--- src/rtl/uart_pkg.sv ---
// -----------------------------------------------------------------------------
// uart_pkg
// Definitions shared by the UART transmitter and receiver:
//   - uart_state_e   : frame state encoding (the same encoding on both sides)
//   - UART_DATA_BITS : data bits per frame
//   - UART_START_BIT / UART_STOP_BIT : serial line levels for the framing bits
// -----------------------------------------------------------------------------
package uart_pkg;

  localparam int   UART_DATA_BITS = 8;
  localparam logic UART_START_BIT = 1'b0;
  localparam logic UART_STOP_BIT  = 1'b1;

  // Codes 6 and 7 are unused; state machines map them back to IDLE.
  typedef enum logic [2:0] {
    IDLE          = 3'd0,
    TX_START_BIT  = 3'd1,
    TX_DATA_BITS  = 3'd2,
    TX_PARITY_BIT = 3'd3,
    TX_STOP_BIT   = 3'd4,
    CLEANUP       = 3'd5
  } uart_state_e;

endpackage : uart_pkg

--- src/rtl/uart_bit_timer.sv ---
// -----------------------------------------------------------------------------
// uart_bit_timer
// Counts clock cycles within one serial bit period and strobes on the last
// cycle of the bit. The receiver reuses it to time its own sampling points.
//
// Parameters:
//   CLKS_PER_BIT : clock cycles per serial bit (>= 2)
// Ports:
//   i_Clock   in   sole clock, rising edge
//   i_Reset   in   synchronous, active-high reset
//   i_Enable  in   count while high; counter is held at 0 while low
//   o_Count   out  cycle index within the current bit, 0..CLKS_PER_BIT-1
//   o_Bit_End out  high on the last cycle of the bit (counter wraps to 0 next)
// -----------------------------------------------------------------------------
module uart_bit_timer #(
  parameter int CLKS_PER_BIT = 217
) (
  input  logic                            i_Clock,
  input  logic                            i_Reset,
  input  logic                            i_Enable,
  output logic [$clog2(CLKS_PER_BIT)-1:0] o_Count,
  output logic                            o_Bit_End
);

  localparam int                CNT_W    = $clog2(CLKS_PER_BIT);
  localparam logic [CNT_W-1:0] CNT_LAST = CNT_W'(CLKS_PER_BIT - 1);

  logic [CNT_W-1:0] count_q, count_d;

  assign o_Bit_End = i_Enable && (count_q == CNT_LAST);
  assign o_Count   = count_q;

  // NOTE: combinational blocks assign every output on every path (here with a
  // single if/else) so synthesis never has to infer a latch to hold a value.
  always_comb begin
    if (!i_Enable || o_Bit_End) begin
      count_d = '0;
    end else begin
      count_d = count_q + 1'b1;
    end
  end

  // NOTE: clocked state is updated with non-blocking assignments only, so all
  // flops sample their inputs from the same edge regardless of block ordering.
  always_ff @(posedge i_Clock) begin
    if (i_Reset) begin
      count_q <= '0;
    end else begin
      count_q <= count_d;
    end
  end

endmodule : uart_bit_timer

--- src/rtl/uart_tx.sv ---
// -----------------------------------------------------------------------------
// uart_tx
// 8-N-1 UART transmitter (8-x-1 with optional parity). A byte is accepted on
// any rising edge with i_TX_DV=1 while o_TX_Ready=1; it is then sent as a start
// bit, eight data bits LSB first, [parity bit], and a stop bit, each lasting
// CLKS_PER_BIT cycles, followed by one CLEANUP cycle that pulses o_TX_Done.
//
// Build option:
//   UART_TX_PARITY_EN  when defined, a parity bit is inserted between the data
//                      and stop bits (even parity, or odd when PARITY_ODD=1).
// Parameters:
//   CLKS_PER_BIT : clock cycles per serial bit (>= 2)
//   PARITY_ODD   : parity sense, 0 even / 1 odd (only with UART_TX_PARITY_EN)
// Ports:
//   i_Clock     in   sole clock, rising edge
//   i_Reset     in   synchronous, active-high reset; aborts any frame
//   i_TX_DV     in   send request, acted on only while o_TX_Ready=1
//   i_TX_Byte   in   data byte, sampled on the accepting edge only
//   o_TX_Ready  out  high in IDLE only
//   o_TX_Active out  high from start bit through stop bit
//   o_TX_Serial out  registered serial line, idles high
//   o_TX_Done   out  one-cycle pulse after the stop bit
// -----------------------------------------------------------------------------
module uart_tx
  import uart_pkg::*;
#(
  parameter int CLKS_PER_BIT = 217,
  parameter int PARITY_ODD   = 0
) (
  input  logic       i_Clock,
  input  logic       i_Reset,
  input  logic       i_TX_DV,
  input  logic [7:0] i_TX_Byte,
  output logic       o_TX_Ready,
  output logic       o_TX_Active,
  output logic       o_TX_Serial,
  output logic       o_TX_Done
);

  localparam logic [2:0] LAST_IDX = 3'(UART_DATA_BITS - 1);

  uart_state_e state_q, state_d;
  logic [7:0]  data_q, data_d;
  logic [2:0]  idx_q, idx_d;
  logic        serial_q, serial_d;
  logic        ready_q, ready_d;
  logic        active_q, active_d;
  logic        done_q, done_d;

  logic        bit_end;
  logic [2:0]  idx_next;
  logic [$clog2(CLKS_PER_BIT)-1:0] unused_bit_count;

  // The timer runs exactly while a bit is on the line (start..stop), so it
  // sits at 0 in IDLE and CLEANUP and restarts cleanly at every frame.
  uart_bit_timer #(
    .CLKS_PER_BIT(CLKS_PER_BIT)
  ) u_bit_timer (
    .i_Clock  (i_Clock),
    .i_Reset  (i_Reset),
    .i_Enable (active_q),
    .o_Count  (unused_bit_count),
    .o_Bit_End(bit_end)
  );

  assign idx_next = idx_q + 3'd1;

`ifdef UART_TX_PARITY_EN
  logic parity_bit;
  assign parity_bit = (^data_q) ^ (PARITY_ODD != 0);
`else
  logic unused_parity_odd;
  assign unused_parity_odd = (PARITY_ODD != 0);
`endif

  // Every output is registered: the next line level is decided together with
  // the state transition so o_TX_Serial changes exactly on bit boundaries.
  always_comb begin
    state_d  = state_q;
    data_d   = data_q;
    idx_d    = idx_q;
    serial_d = serial_q;
    ready_d  = ready_q;
    active_d = active_q;
    done_d   = 1'b0;

    case (state_q)
      IDLE: begin
        serial_d = UART_STOP_BIT;
        idx_d    = '0;
        ready_d  = 1'b1;
        active_d = 1'b0;
        if (i_TX_DV && ready_q) begin
          data_d   = i_TX_Byte;
          state_d  = TX_START_BIT;
          serial_d = UART_START_BIT;
          ready_d  = 1'b0;
          active_d = 1'b1;
        end
      end

      TX_START_BIT: begin
        if (bit_end) begin
          state_d  = TX_DATA_BITS;
          serial_d = data_q[0];
          idx_d    = '0;
        end
      end

      TX_DATA_BITS: begin
        if (bit_end) begin
          if (idx_q == LAST_IDX) begin
            idx_d    = '0;
`ifdef UART_TX_PARITY_EN
            state_d  = TX_PARITY_BIT;
            serial_d = parity_bit;
`else
            state_d  = TX_STOP_BIT;
            serial_d = UART_STOP_BIT;
`endif
          end else begin
            idx_d    = idx_next;
            serial_d = data_q[idx_next];
          end
        end
      end

`ifdef UART_TX_PARITY_EN
      TX_PARITY_BIT: begin
        if (bit_end) begin
          state_d  = TX_STOP_BIT;
          serial_d = UART_STOP_BIT;
        end
      end
`endif

      TX_STOP_BIT: begin
        if (bit_end) begin
          state_d  = CLEANUP;
          serial_d = UART_STOP_BIT;
          active_d = 1'b0;
          done_d   = 1'b1;
        end
      end

      CLEANUP: begin
        state_d  = IDLE;
        serial_d = UART_STOP_BIT;
        ready_d  = 1'b1;
        active_d = 1'b0;
      end

      default: begin
        // Unused encodings (and the parity code in a no-parity build).
        state_d  = IDLE;
        serial_d = UART_STOP_BIT;
        idx_d    = '0;
        ready_d  = 1'b1;
        active_d = 1'b0;
      end
    endcase
  end

  always_ff @(posedge i_Clock) begin
    if (i_Reset) begin
      state_q  <= IDLE;
      data_q   <= '0;
      idx_q    <= '0;
      serial_q <= UART_STOP_BIT;
      ready_q  <= 1'b1;
      active_q <= 1'b0;
      done_q   <= 1'b0;
    end else begin
      state_q  <= state_d;
      data_q   <= data_d;
      idx_q    <= idx_d;
      serial_q <= serial_d;
      ready_q  <= ready_d;
      active_q <= active_d;
      done_q   <= done_d;
    end
  end

  assign o_TX_Ready  = ready_q;
  assign o_TX_Active = active_q;
  assign o_TX_Serial = serial_q;
  assign o_TX_Done   = done_q;

endmodule : uart_tx

--- config.mk ---
export PLATFORM = sky130hd
export DESIGN_NAME = uart_tx
export DESIGN_NICKNAME = d
export VERILOG_FILES = /design/src/rtl/uart_pkg.sv /design/src/rtl/uart_bit_timer.sv /design/src/rtl/uart_tx.sv
export SDC_FILE = /design/constraint.sdc
export NUM_CORES = 1
export LEC_CHECK = 0
export BUFFER_PORTS_ARGS = -buffer_cell sky130_fd_sc_hd__buf_2
export CAP_MARGIN = 25
export CORE_ASPECT_RATIO = 1.25
export CORE_MARGIN = 1
export CORE_UTILIZATION = 40
export CTS_CLUSTER_DIAMETER = 60
export DETAILED_ROUTE_END_ITERATION = 6
export SLEW_MARGIN = 40
export SYNTH_ARGS = -nofsm -noshare
export SYNTH_HDL_FRONTEND = slang
export SYNTH_SLANG_ARGS = --single-unit
--- constraint.sdc ---
create_clock -name i_Clock -period 5.6 [get_ports i_Clock]
set_input_delay 1.12 -clock i_Clock [delete_from_list [all_inputs] [get_ports i_Clock]]
set_output_delay 1.12 -clock i_Clock [all_outputs]
set_load 0.1 [all_outputs]
==> out/results.ini <==
[yosys]
yosysUniqueCellTypes=41
ys_async_sr_fraction_pct=0
synthesis.yosys.warnings=0
postSynthRegisterBits=26
synth-edff-count=0
post_synth_instance_area_mm2=0.00130
synth-seq-area-share_pct=40.0
synth_ff_type=sky130_fd_sc_hd__dfxtp_1
syn-mean-instance-area_um2=8.98
postSynthCellCount=145
mappedNetlistNets=160

[sta]
setup_repair_after_global_routing_missed_its_margin=no
final.setup.tns_ps=0
fmax_ghz=0.411
fin_crit_ps=2430
layout_worst_path_cycle_share_pct=43.4
timing.slew.headroom_pct=53.3
max_slew_violation_count=0
hold_viol_final=0
worst_slack_ps=3170
fin_skew_ps=2.71
worst_slew_pin_slew_ps=695
final_setup_violation_count=0

[setup_path]
cp.depth=1
cp_data_required_time_ps=4480
crit_path_max_incr_delay_ps=490
worstPathArrival_ps=1310
reg2reg_to=o_TX_Serial
regToRegStartpoint=idx_q[0]
end_point_of_the_critical_path=o_TX_Active
critPathTopFamily=flip-flops
cp_cell_sequence=buf_2
crit_path_end_kind=output pin
setup.worst_path.start=o_TX_Active
timing_worst_setup_path_type=register to output pin
r2r_cells=6
worstSetupStartpointType=register
crit_path_top_delay_cell=sky130_fd_sc_hd__dfxtp_1
r2r_slack_ps=3610
crit_buf_inv=1
worstPathMaxFanout=6

[grt]
grt_pass1_vias=976
global_route.overflow_total=0
antenna_found_initial=0
gr-usage-all-layers_pct=16.1
wire_length_of_the_first_global_routing_pass_um=4140
grt_max_degree=20

[place]
dp_worst_setup_slack_ps=3240
numPlacedInstances=187
portBuffers=14
dpl.hpwl_um=1760
routabilityCongestion=0.777

[pwr]
power.internal_mw=0.284
power.clock.fraction_pct=34.4
power_frac_comb_pct=13.5
pwr-share-seq_pct=52.1
irDropWorstVdd_mv=0.154
total_leakage_power_nw=0.549
power.density_cell_area_mw_per_mm2=269
switching_share_pct=26.6
power.net_switching_mw=0.103
design_power_total_mw=0.386

[cells_and_area]
layout.nets=171
filler_cell_count=299
fin_util_pct=47.4
drive_gt1_share_pct=15.5
non_filler_instance_count_after_layout=191
synthToLayoutAreaGrowth_pct=10.1
most-common-layout-cells=sky130_fd_sc_hd__nor2_1, sky130_fd_sc_hd__dfxtp_1, sky130_fd_sc_hd__buf_2
diodes_inserted=0

[floorplan]
floorplan.core_area_mm2=0.00303
cell_row_count=22
die_width_um=53.0
design.portCount=15
floorplan.die_area_mm2=0.00349
die_height_um=65.8
initial_core_util_pct=43.0

[route]
drt.antenna.violating_nets=0
maxUsedRoutingLayer=met4
total_met3_wirelength_after_detailed_routing_um=66
drt_total_wl_um=2440
wl_per_cell_um=12.8
post_drt_via_cell_ratio=5.39
wl_met2_um=1190
detail_route.first_pass.iterations=4
detailedRoute.firstIterationViolations=6
drc=0
met1_length_um=1120
routed-via-count=1030

[clock_network]
post_cts_buffers=0
htree_num_levels=1
number_of_gates_resized_after_cts=0
post_cts_hold_buffer_count=0
tritoncts_clock_tree=built
cts.reportedPaths.clkPinSlew_ps=150
cts-buffers-inserted=3
clk_latency_ps=330
cts_root_buffer_type=sky130_fd_sc_hd__clkbuf_4
cts_max_path_buffers=2
cts.sink_count=26

[run_status]
run_status=finished clean

[hold_path]
hp-class=register to register

[flow_run]
drv_cap=0

final cells by class:
class	instances	area [µm²]	area share, %
repair buffers	14	70.1	4.89
clock buffers	3	22.5	1.57
well taps	36	45.0	3.14
inverters	4	15.0	1.05
flip-flops and latches	26	520	36.3
multi-input cells	107	731	51.0
clock inverters	1	30.0	2.09
cell usage after synthesis, drive strengths merged (2+ instances only):
master	count	area [µm²]
dfxtp	26	521
nand3	7	47.6
clkbuf	4	15.0
o22ai	2	12.5
inv	4	15.0
nand2	12	45.0
mux2i	10	100
a31oi	3	18.8
and3	3	20.0
ha	4	50.1
nand4	3	18.8
buf	4	21.3
nor4	2	27.5
a21oi	3	15.0
nor2	26	97.6
nor2b	3	18.8
xor2	4	35.0
or4	2	15.0
xnor2	3	26.3
mux4	2	45.0
nor3	3	15.0
o21ai	2	10.0
worst min-delay path by stage:
stage | start | end | slack [ps] | cells past startpoint
finish | u_bit_timer.o_Count[0] | u_bit_timer.o_Count[0] | 490 | 1
global route | u_bit_timer.o_Count[0] | u_bit_timer.o_Count[0] | 510 | 1
CTS | u_bit_timer.o_Count[0] | u_bit_timer.o_Count[0] | 490 | 1
detailed placement | u_bit_timer.o_Count[0] | u_bit_timer.o_Count[0] | 460 | 1
global placement | u_bit_timer.o_Count[0] | u_bit_timer.o_Count[0] | 440 | 1
floorplan | u_bit_timer.o_Count[0] | u_bit_timer.o_Count[0] | 430 | 1
per-layer routing:
layer / GRT usage [%] / up-vias
li1: - / 532
met1: 19.6 / 472
met2: 27.2 / 19
met3: 2.07 / 7
met4: 7.89 / 0
met5: 0 / -
logic make-up (layout without fill, tap and decap cells):
group	count (synthesis)	count (layout)	share of synthesized area, %
AO/OA/AOI/OAI	16	16	8.17
XOR/XNOR	7	7	4.71
adder cells (fa/ha/maj)	4	4	3.84
buffers and inverters	12	22	3.94
flip-flops	26	26	40.0
multiplexers	12	12	11.1
AND/OR/NAND/NOR	68	68	28.2
power by group through the flow:
| stage | Combinational (mW) | Clock, mW | Sequential (mW) |
|---|---|---|---|
| detailed placement | 0.0526 | 0 | 0.205 |
| CTS | 0.0528 | 0.135 | 0.201 |
| finish | 0.0522 | 0.133 | 0.201 |
| global route | 0.0568 | 0.142 | 0.203 |
| floorplan | 0.0292 | 0 | 0.218 |
| global placement | 0.0519 | 0 | 0.205 |
per-stage QoR:
step	instance area [µm²]	hold slack (ps)
5_1_grt	1430	507
2_1_floorplan	1300	430
4_1_cts	1430	491
6_report	1430	486
3_3_place_gp	1380	444
3_5_place_dp	1380	458
flip-flops by register name (all words and copies together) (netlist names):
signal,flops
data_q,8
o_TX_Serial,1
u_bit_timer.o_Count,8
o_TX_Active,1
o_TX_Ready,1
o_TX_Done,1
idx_q,3
state_q,3
Power figures use the tool's default switching activity.
